[src/rtl/expr_ctrl_pkg.sv]
// Shared encodings for the expression-solver controller: ALU opcodes, FSM states and
// register indices used on the ALU operand selects.
package expr_ctrl_pkg;

    localparam logic [1:0] OP_ADD  = 2'b00;
    localparam logic [1:0] OP_SUB  = 2'b01;
    localparam logic [1:0] OP_MUL  = 2'b10;
    localparam logic [1:0] OP_PASS = 2'b11;

    localparam logic [1:0] R0 = 2'd0;
    localparam logic [1:0] R1 = 2'd1;
    localparam logic [1:0] R2 = 2'd2;
    localparam logic [1:0] R3 = 2'd3;

    typedef enum logic [2:0] {
        S_IDLE = 3'd0,
        S_LOAD = 3'd1,
        S_ADD  = 3'd2,
        S_MUL  = 3'd3,
        S_SUB  = 3'd4,
        S_DONE = 3'd5
    } state_e;

endpackage

[src/rtl/expr_ctrl.sv]
// Control FSM for the expression-solver datapath: gathers R0..R3 over valid/ready, then
// drives the shared ALU through ((R0 + R1) * R2) - R3 accumulating into R0.
module expr_ctrl
    import expr_ctrl_pkg::*;
#(
    parameter int unsigned MUL_CYCLES = 1,
    parameter int unsigned CNT_W      = 4
) (
    input  logic       i_clk,
    input  logic       i_rst_n,
    input  logic       i_start,
    input  logic       i_in_valid,
    output logic       o_in_ready,
    output logic [3:0] o_ld,
    output logic       o_sel_in,
    output logic [1:0] o_alu_a_sel,
    output logic [1:0] o_alu_b_sel,
    output logic [1:0] o_alu_op,
    output logic       o_out_ld,
    output logic       o_busy,
    output logic       o_done
);

    localparam logic [CNT_W-1:0] MC_LAST = CNT_W'(MUL_CYCLES - 1);

    state_e           r_state;
    state_e           w_state_nxt;
    logic [1:0]       r_cnt;
    logic [1:0]       w_cnt_nxt;
    logic [CNT_W-1:0] r_mc;
    logic [CNT_W-1:0] w_mc_nxt;

    always_ff @(posedge i_clk or negedge i_rst_n) begin
        if (!i_rst_n) begin
            r_state <= S_IDLE;
            r_cnt   <= 2'd0;
            r_mc    <= '0;
        end else begin
            r_state <= w_state_nxt;
            r_cnt   <= w_cnt_nxt;
            r_mc    <= w_mc_nxt;
        end
    end

    always_comb begin
        w_state_nxt = r_state;
        w_cnt_nxt   = r_cnt;
        w_mc_nxt    = r_mc;
        o_in_ready  = 1'b0;
        o_ld        = 4'b0000;
        o_sel_in    = 1'b0;
        o_alu_a_sel = R0;
        o_alu_b_sel = R0;
        o_alu_op    = OP_PASS;
        o_out_ld    = 1'b0;
        o_busy      = 1'b1;
        o_done      = 1'b0;

        case (r_state)
            S_IDLE: begin
                o_busy = 1'b0;
                if (i_start) begin
                    w_state_nxt = S_LOAD;
                    w_cnt_nxt   = 2'd0;
                end
            end
            S_LOAD: begin
                o_in_ready = 1'b1;
                if (i_in_valid) begin
                    o_ld      = 4'b0001 << r_cnt;
                    w_cnt_nxt = r_cnt + 2'd1;
                    if (r_cnt == 2'd3) begin
                        w_state_nxt = S_ADD;
                    end
                end
            end
            S_ADD: begin
                o_alu_b_sel = R1;
                o_alu_op    = OP_ADD;
                o_sel_in    = 1'b1;
                o_ld        = 4'b0001;
                w_state_nxt = S_MUL;
                w_mc_nxt    = '0;
            end
            S_MUL: begin
                o_alu_b_sel = R2;
                o_alu_op    = OP_MUL;
                o_sel_in    = 1'b1;
                // R0 captures the product only once the multi-cycle ALU has settled.
                if (r_mc == MC_LAST) begin
                    o_ld        = 4'b0001;
                    w_state_nxt = S_SUB;
                end else begin
                    w_mc_nxt = r_mc + CNT_W'(1);
                end
            end
            S_SUB: begin
                o_alu_b_sel = R3;
                o_alu_op    = OP_SUB;
                o_sel_in    = 1'b1;
                o_ld        = 4'b0001;
                w_state_nxt = S_DONE;
            end
            S_DONE: begin
                o_out_ld    = 1'b1;
                o_done      = 1'b1;
                w_state_nxt = S_IDLE;
            end
            default: begin
                w_state_nxt = S_IDLE;
            end
        endcase
    end

endmodule

[config.mk]
export PLATFORM = sky130hd
export DESIGN_NAME = expr_ctrl
export DESIGN_NICKNAME = d
export VERILOG_FILES = /design/src/rtl/expr_ctrl_pkg.sv /design/src/rtl/expr_ctrl.sv
export SDC_FILE = /design/constraint.sdc
export NUM_CORES = 1
export LEC_CHECK = 0
export CAP_MARGIN = 20
export CELL_PAD_IN_SITES_DETAIL_PLACEMENT = 0
export CELL_PAD_IN_SITES_GLOBAL_PLACEMENT = 1
export CORE_MARGIN = 2
export CORE_UTILIZATION = 35
export CTS_CLUSTER_DIAMETER = 200
export DETAILED_ROUTE_END_ITERATION = 16
export PLACE_DENSITY = 0.77
export SYNTH_ARGS = -nofsm -noshare
export SYNTH_HDL_FRONTEND = slang
export SYNTH_SLANG_ARGS = --single-unit
[constraint.sdc]
create_clock -name i_clk -period 1.8 [get_ports i_clk]
set_input_delay 0.36 -clock i_clk [delete_from_list [all_inputs] [get_ports i_clk]]
set_output_delay 0.36 -clock i_clk [all_outputs]
set_load 0.02 [all_outputs]
==> flow_metrics.py, run 1 <==
metrics = {
    "status": {
        "status": "finished, violations left",
        "violations": "negative setup slack",
    },
    "layout": {
        "mostFrequentLayoutCells": "25 x buf_4, 8 x inv_1, 7 x buf_2, 7 x dfrtp_1, 5 x ha_1",
        "stdcell_area_mm2": 0.001074,
        "num_antenna_cells": 0,
        "layout_commonest_cell": "buf_4",
        "syn_to_final_growth_pct": 46.17,
        "drive_gt1_share_pct": 45.69,
        "nNetsFinal": 127,
        "nFillCells": 206,
    },
    "pwr": {
        "power_frac_comb_pct": 64.6,
        "powerDensity_mw_per_mm2": 1193,
        "vdd_drop_max_mv": 0.8679,
        "p_sw_mw": 0.5372,
        "power.internal_mw": 0.7432,
        "power_switching_share_pct": 41.96,
        "p_seq_share_pct": 22.5,
        "power.share.clock_pct": 12.9,
        "p_leak_nw": 0.5424,
    },
    "sta": {
        "hold_ws_ns": 0.3967,
        "fmax_mhz": 546.7,
        "period_share_pct": 101.6,
        "hold_viol": 0,
        "setup-violations-final": 1,
        "setup_slack_ns": -0.02910,
        "rsz0062_at_grt": "yes",
        "setup_tns_ns": -0.02910,
        "fin_skew_ns": 0.007606,
        "post-route-min-period_ns": 1.829,
        "slew_violations": 0,
    },
    "detailed_routing": {
        "first_iter_violations": 9,
        "avgRoutedWirePerCell_um": 12.34,
        "drtPass1Iterations": 4,
        "via_per_inst": 4.692,
        "wirelength_um": 1765,
        "post-route-drc-count": 0,
        "detail-route-antenna-nets": 0,
        "via_count": 671,
    },
    "cts": {
        "cts.root.buffer_cell": "clkbuf_4",
        "cts.clk_slew.worst_paths_ns": 0.07,
        "clock_sinks": 9,
        "cts_hold_buf": 0,
        "clk_latency_ns": 0.27,
        "clockBufferDepth": 2,
        "cts_inserted_buffers": 3,
        "htreeDepth": 1,
        "cts_tree": "built",
    },
    "place": {
        "post-dp-hpwl_um": 1386,
        "place_area_mm2": 0.001033,
        "place.gp.congestion": 0.7339,
        "detailedPlace.worstSlack_ns": -0.5580,
        "port_buffers": 16,
    },
    "yosys": {
        "synth-seq-cells": 9,
        "synth_edf_count": 0,
        "synth_area_per_cell_um2": 9.538,
        "synthesis.area_um2": 734.5,
        "yosysTopAreaCell": "dfrtp_1",
        "synth-main-ff-cell": "dfrtp_1",
        "async_flop_share_pct": 100.0,
        "synth_area_leaders": "dfrtp_1 31%, ha_1 10%, buf_6 4.6%",
        "synthCells": 77,
        "yosys_warnings": 0,
        "synth-seq-area-share_pct": 30.66,
        "ys_types": 31,
        "synth_top_area_share_pct": 30.66,
    },
    "worst_setup_path": {
        "critPathKind": "flop to output port",
        "end_kind": "output port",
        "cp.required_ns": 1.44,
        "critPathLaunchType": "flop",
        "crit_arrival_ns": 1.47,
        "critPathMaxFanout": 2,
        "timing.rr.start": "r_mc[1]",
        "crit_start": "r_mc[1]",
    },
    "global_route": {
        "grtUsageTotal_pct": 16.03,
        "grt_max_degree": 10,
        "antenna_found_initial": 0,
        "grt_pass1_wl_um": 2967,
        "grt_overflow": 0,
        "grt_pass1_vias": 684,
    },
    "floorplanning": {
        "num_rows": 16,
        "die_h_um": 49.81,
        "dieArea_mm2": 0.002481,
        "start_util_pct": 37.44,
        "die_x_um": 49.81,
        "io_pins": 19,
        "core_mm2": 0.001962,
    },
    "run": {
        "cap_violations": 0,
    },
    "hold_path": {
        "min_path_type": "primary input to async pin",
    },
}
-- power groups by stage --
stage	logic (mW)	clock network [mW]	registers, mW
floorplan	0.482	0	0.283
global placement	0.813	0	0.288
detailed placement	0.832	0	0.292
CTS	0.802	0.169	0.291
global route	0.903	0.180	0.291
finish	0.827	0.165	0.289
-- critical path, cell delays in order, from the launching register on --
cell	delay (ns)
dfrtp_1	0.34
inv_1	0.05
ha_2	0.18
nor3b_4	0.15
a221o_1	0.34
buf_6	0.14
-- layout make-up --
type | instances | area (um^2) | area share (%)
multi-input combinational | 54 | 441.7 | 41.14
timing repair buffer | 41 | 314.1 | 29.25
sequential | 9 | 227.7 | 21.21
tap | 27 | 33.78 | 3.147
inverter | 8 | 30.03 | 2.797
clock buffer | 4 | 26.28 | 2.448
-- cell families (layout without fill, tap and decap cells) --
kind of cell	count (synthesis)	in the layout	synth area share [%]
buffers and inverters	15	53	12.78
adder cells (fa/ha/maj)	6	6	10.22
flip-flops	9	9	30.66
multiplexers	1	1	2.044
AO/OA/AOI/OAI	17	17	16.02
AND/OR/NAND/NOR	28	28	27.77
other	1	2	0.5106
-- metal layers --
layer	wire length (um)	up-vias	GRT usage (%)
li1	-	336	-
met1	661	316	17.23
met2	991	15	29.33
met3	89	4	6.061
met4	22	0	3.704
met5	0	-	0
-- timing repair --
action,in CTS,in global routing
setup buffers,1,2
resized for setup,56,13
endpoints found under the setup margin,13,8
pin swaps,2,4
endpoints found under the hold margin,0,0
-- synthesized netlist by cell type, types with 2 or more instances --
| master | count |
|---|---|
| dfrtp_1 | 9 |
| inv_1 | 8 |
| ha_1 | 6 |
| o21ai_0 | 6 |
| buf_4 | 4 |
| nand2_1 | 4 |
| nand3_1 | 4 |
| nor2_1 | 4 |
| and2_1 | 3 |
| buf_6 | 3 |
| a21oi_1 | 2 |
| nand2b_1 | 2 |
| nand2b_4 | 2 |
| nor2b_1 | 2 |
| nor3_1 | 2 |
-- through the flow --
step / util, % / power (mW) / std cells
floorplan: - / 0.7653 / 78
global placement: 52.68 / 1.102 / 136
detailed placement: 52.68 / 1.124 / 136
CTS: 52.93 / 1.262 / 141
global route: 54.72 / 1.374 / 143
finish: 54.72 / 1.280 / 143
-- registers in the layout (all words and copies together), names as in the netlist --
name     count
r_mc         4
r_state      3
r_cnt        2
-- worst paths after layout --
kind	end	slack, ns	depth (start not counted)
max reg2reg	r_mc[0]	0.36	6
max in group asynchronous	r_state[2]	1.06	1
max	o_ld[0]	-0.03	5
min	r_state[1]	0.40	1
min in group i_clk	r_mc[1]	0.61	2
min reg2reg	r_mc[1]	0.61	2
No activity file was read; power rests on OpenSTA's default activity.
==> run 2: changes to the inputs <==
- TNS_END_PERCENT: unset -> 30
- clock period: 1.8 -> 2 ns (I/O delays scaled with it)
==> run 2 against run 1 <==
- the flow now finishes without violations
- via count down 6.0%
- critical endpoint is now o_in_ready
- cell area down 8.2%
- clock power down 6%
- critical path depth down 1
- final cell count down 6.3%
- highest routed layer unchanged
- non-clock buffer count down 9
==> flow_metrics.py, run 2 (synthesis results as in run 1) <==
metrics = {
    "detailed_routing": {
        "post-route-drc-count": 0,
        "avgRoutedWirePerCell_um": 12.22,
        "first_iter_violations": 5,
        "via_per_inst": 4.709,
        "detail-route-antenna-nets": 0,
        "wirelength_um": 1638,
        "drtPass1Iterations": 3,
        "via_count": 631,
    },
    "cts": {
        "cts_tree": "built",
        "cts.root.buffer_cell": "clkbuf_4",
        "cts.clk_slew.worst_paths_ns": 0.07,
        "htreeDepth": 1,
        "cts_inserted_buffers": 3,
        "clk_latency_ns": 0.27,
        "clockBufferDepth": 2,
        "cts_hold_buf": 0,
        "clock_sinks": 9,
    },
    "sta": {
        "fin_skew_ns": 0.003511,
        "post-route-min-period_ns": 1.918,
        "setup_tns_ns": 0,
        "setup-violations-final": 0,
        "setup_slack_ns": 0.08228,
        "slew_violations": 0,
        "fmax_mhz": 521.5,
        "hold_viol": 0,
        "period_share_pct": 95.89,
        "rsz0062_at_grt": "yes",
    },
    "place": {
        "place.gp.congestion": 0.7224,
        "port_buffers": 16,
        "detailedPlace.worstSlack_ns": -0.4270,
        "dp_cells": 130,
        "post-dp-hpwl_um": 1296,
    },
    "floorplanning": {
        "die_h_um": 49.81,
        "start_util_pct": 37.44,
        "dieArea_mm2": 0.002481,
        "num_rows": 16,
        "io_pins": 19,
        "die_x_um": 49.81,
        "core_mm2": 0.001962,
    },
    "global_route": {
        "grt_max_degree": 13,
        "antenna_found_initial": 0,
        "grt_overflow": 0,
        "grt_pass1_wl_um": 2863,
        "grt_pass1_vias": 651,
        "grtUsageTotal_pct": 15.82,
    },
    "worst_setup_path": {
        "end_kind": "output port",
        "cp.required_ns": 1.60,
        "r2r_setup_slack_ns": 0.53,
        "crit_arrival_ns": 1.52,
        "critPathMaxFanout": 12,
        "critPathKind": "flop to output port",
        "critPathLaunchType": "flop",
    },
    "layout": {
        "multiInputGateArea_um2": 422.9,
        "drive_gt1_share_pct": 33.64,
        "nNetsFinal": 118,
        "nFillCells": 208,
        "layout_commonest_cell": "buf_4",
        "largest_register": "r_mc",
        "num_antenna_cells": 0,
        "mostFrequentLayoutCells": "16 x buf_4, 8 x inv_1, 7 x dfrtp_1",
        "largest_register_ffs": 4,
        "regArea_um2": 227.7,
        "final_cells": 134,
        "syn_to_final_growth_pct": 34.24,
        "top_regs": "r_mc x4, r_state x3, r_cnt x2",
    },
    "pwr": {
        "power.total_mw": 1.064,
        "p_leak_nw": 0.4874,
        "vdd_drop_max_mv": 0.5402,
        "powerDensity_mw_per_mm2": 1079,
    },
    "status": {
        "status": "complete, no violations",
    },
    "hold_path": {
        "min_path_type": "primary input to async pin",
    },
    "run": {
        "cap_violations": 0,
    },
}
run 2: cell count changes in the layout (fill, tap and decap cells not counted), moves of 2 or more:
cell,previous run,this run
buf_4,25,16
dlygate4sd2_1,1,4
buf_2,7,4
buf_6,4,0
o21ai_1,2,0
clkdlybuf4s15_1,0,3
o21ai_0,4,6
run 2: path summary, 6_finish.rpt:
path                             from         end  cells after the start
max                        r_state[0]  o_in_ready                      4
max in group asynchronous     i_rst_n  r_state[2]                      1
min in group i_clk            r_mc[2]     r_mc[2]                      1
max reg2reg                   r_mc[0]     r_mc[0]                      6
min                           i_rst_n    r_cnt[0]                      1
min reg2reg                   r_mc[2]     r_mc[2]                      1
run 2: cell type report:
cell class	count	share of cell area, %
Timing Repair Buffer	32	24.87
Sequential cell	9	23.10
Clock buffer	4	2.665
Inverter	8	3.046
Tap cell	27	3.426
Multi-Input combinational cell	54	42.89
run 2: where the power goes:
part	switching [mW]	internal, mW
Clock	0.0773	0.0774
Combinational	0.342	0.306
Sequential	0.0410	0.220
run 2: critical path: stages (launching register included):
cell	delay, ns
dfrtp_1	0.41
buf_4	0.22
inv_1	0.10
nor3_1	0.18
clkdlybuf4s15_1	0.32
run 2: what timing repair did:
| action | 4_1_cts | 5_1_grt |
|---|---|---|
| setup endpoints to repair | 13 | 8 |
| hold endpoints to repair | 0 | 0 |
| cloned | 0 | 0 |
| buffers inserted | 0 | 0 |
| pin swaps | 1 | 2 |
| resized for setup | 25 | 11 |
run 2: metal layers:
| metal | share of wire (%) | wire [um] | GRT usage (%) | vias up |
|---|---|---|---|---|
| li1 | - | - | - | 321 |
| met1 | 42 | 688 | 16.60 | 298 |
| met2 | 52 | 857 | 28.44 | 10 |
| met3 | 4.6 | 76 | 6.061 | 2 |
| met4 | 1.0 | 17 | 5.556 | 0 |
| met5 | 0 | 0 | 0 | - |
run 2: through the flow:
stage | cell area, um^2 | utilization, % | hold slack (ns)
2_1_floorplan | 738.2 | - | 0.1044
3_3_place_gp | 988.4 | 50.38 | 0.5060
3_5_place_dp | 988.4 | 50.38 | 0.5303
4_1_cts | 1008 | 51.40 | 0.4328
5_1_grt | 985.9 | 50.26 | 0.4556
6_report | 985.9 | 50.26 | 0.4300
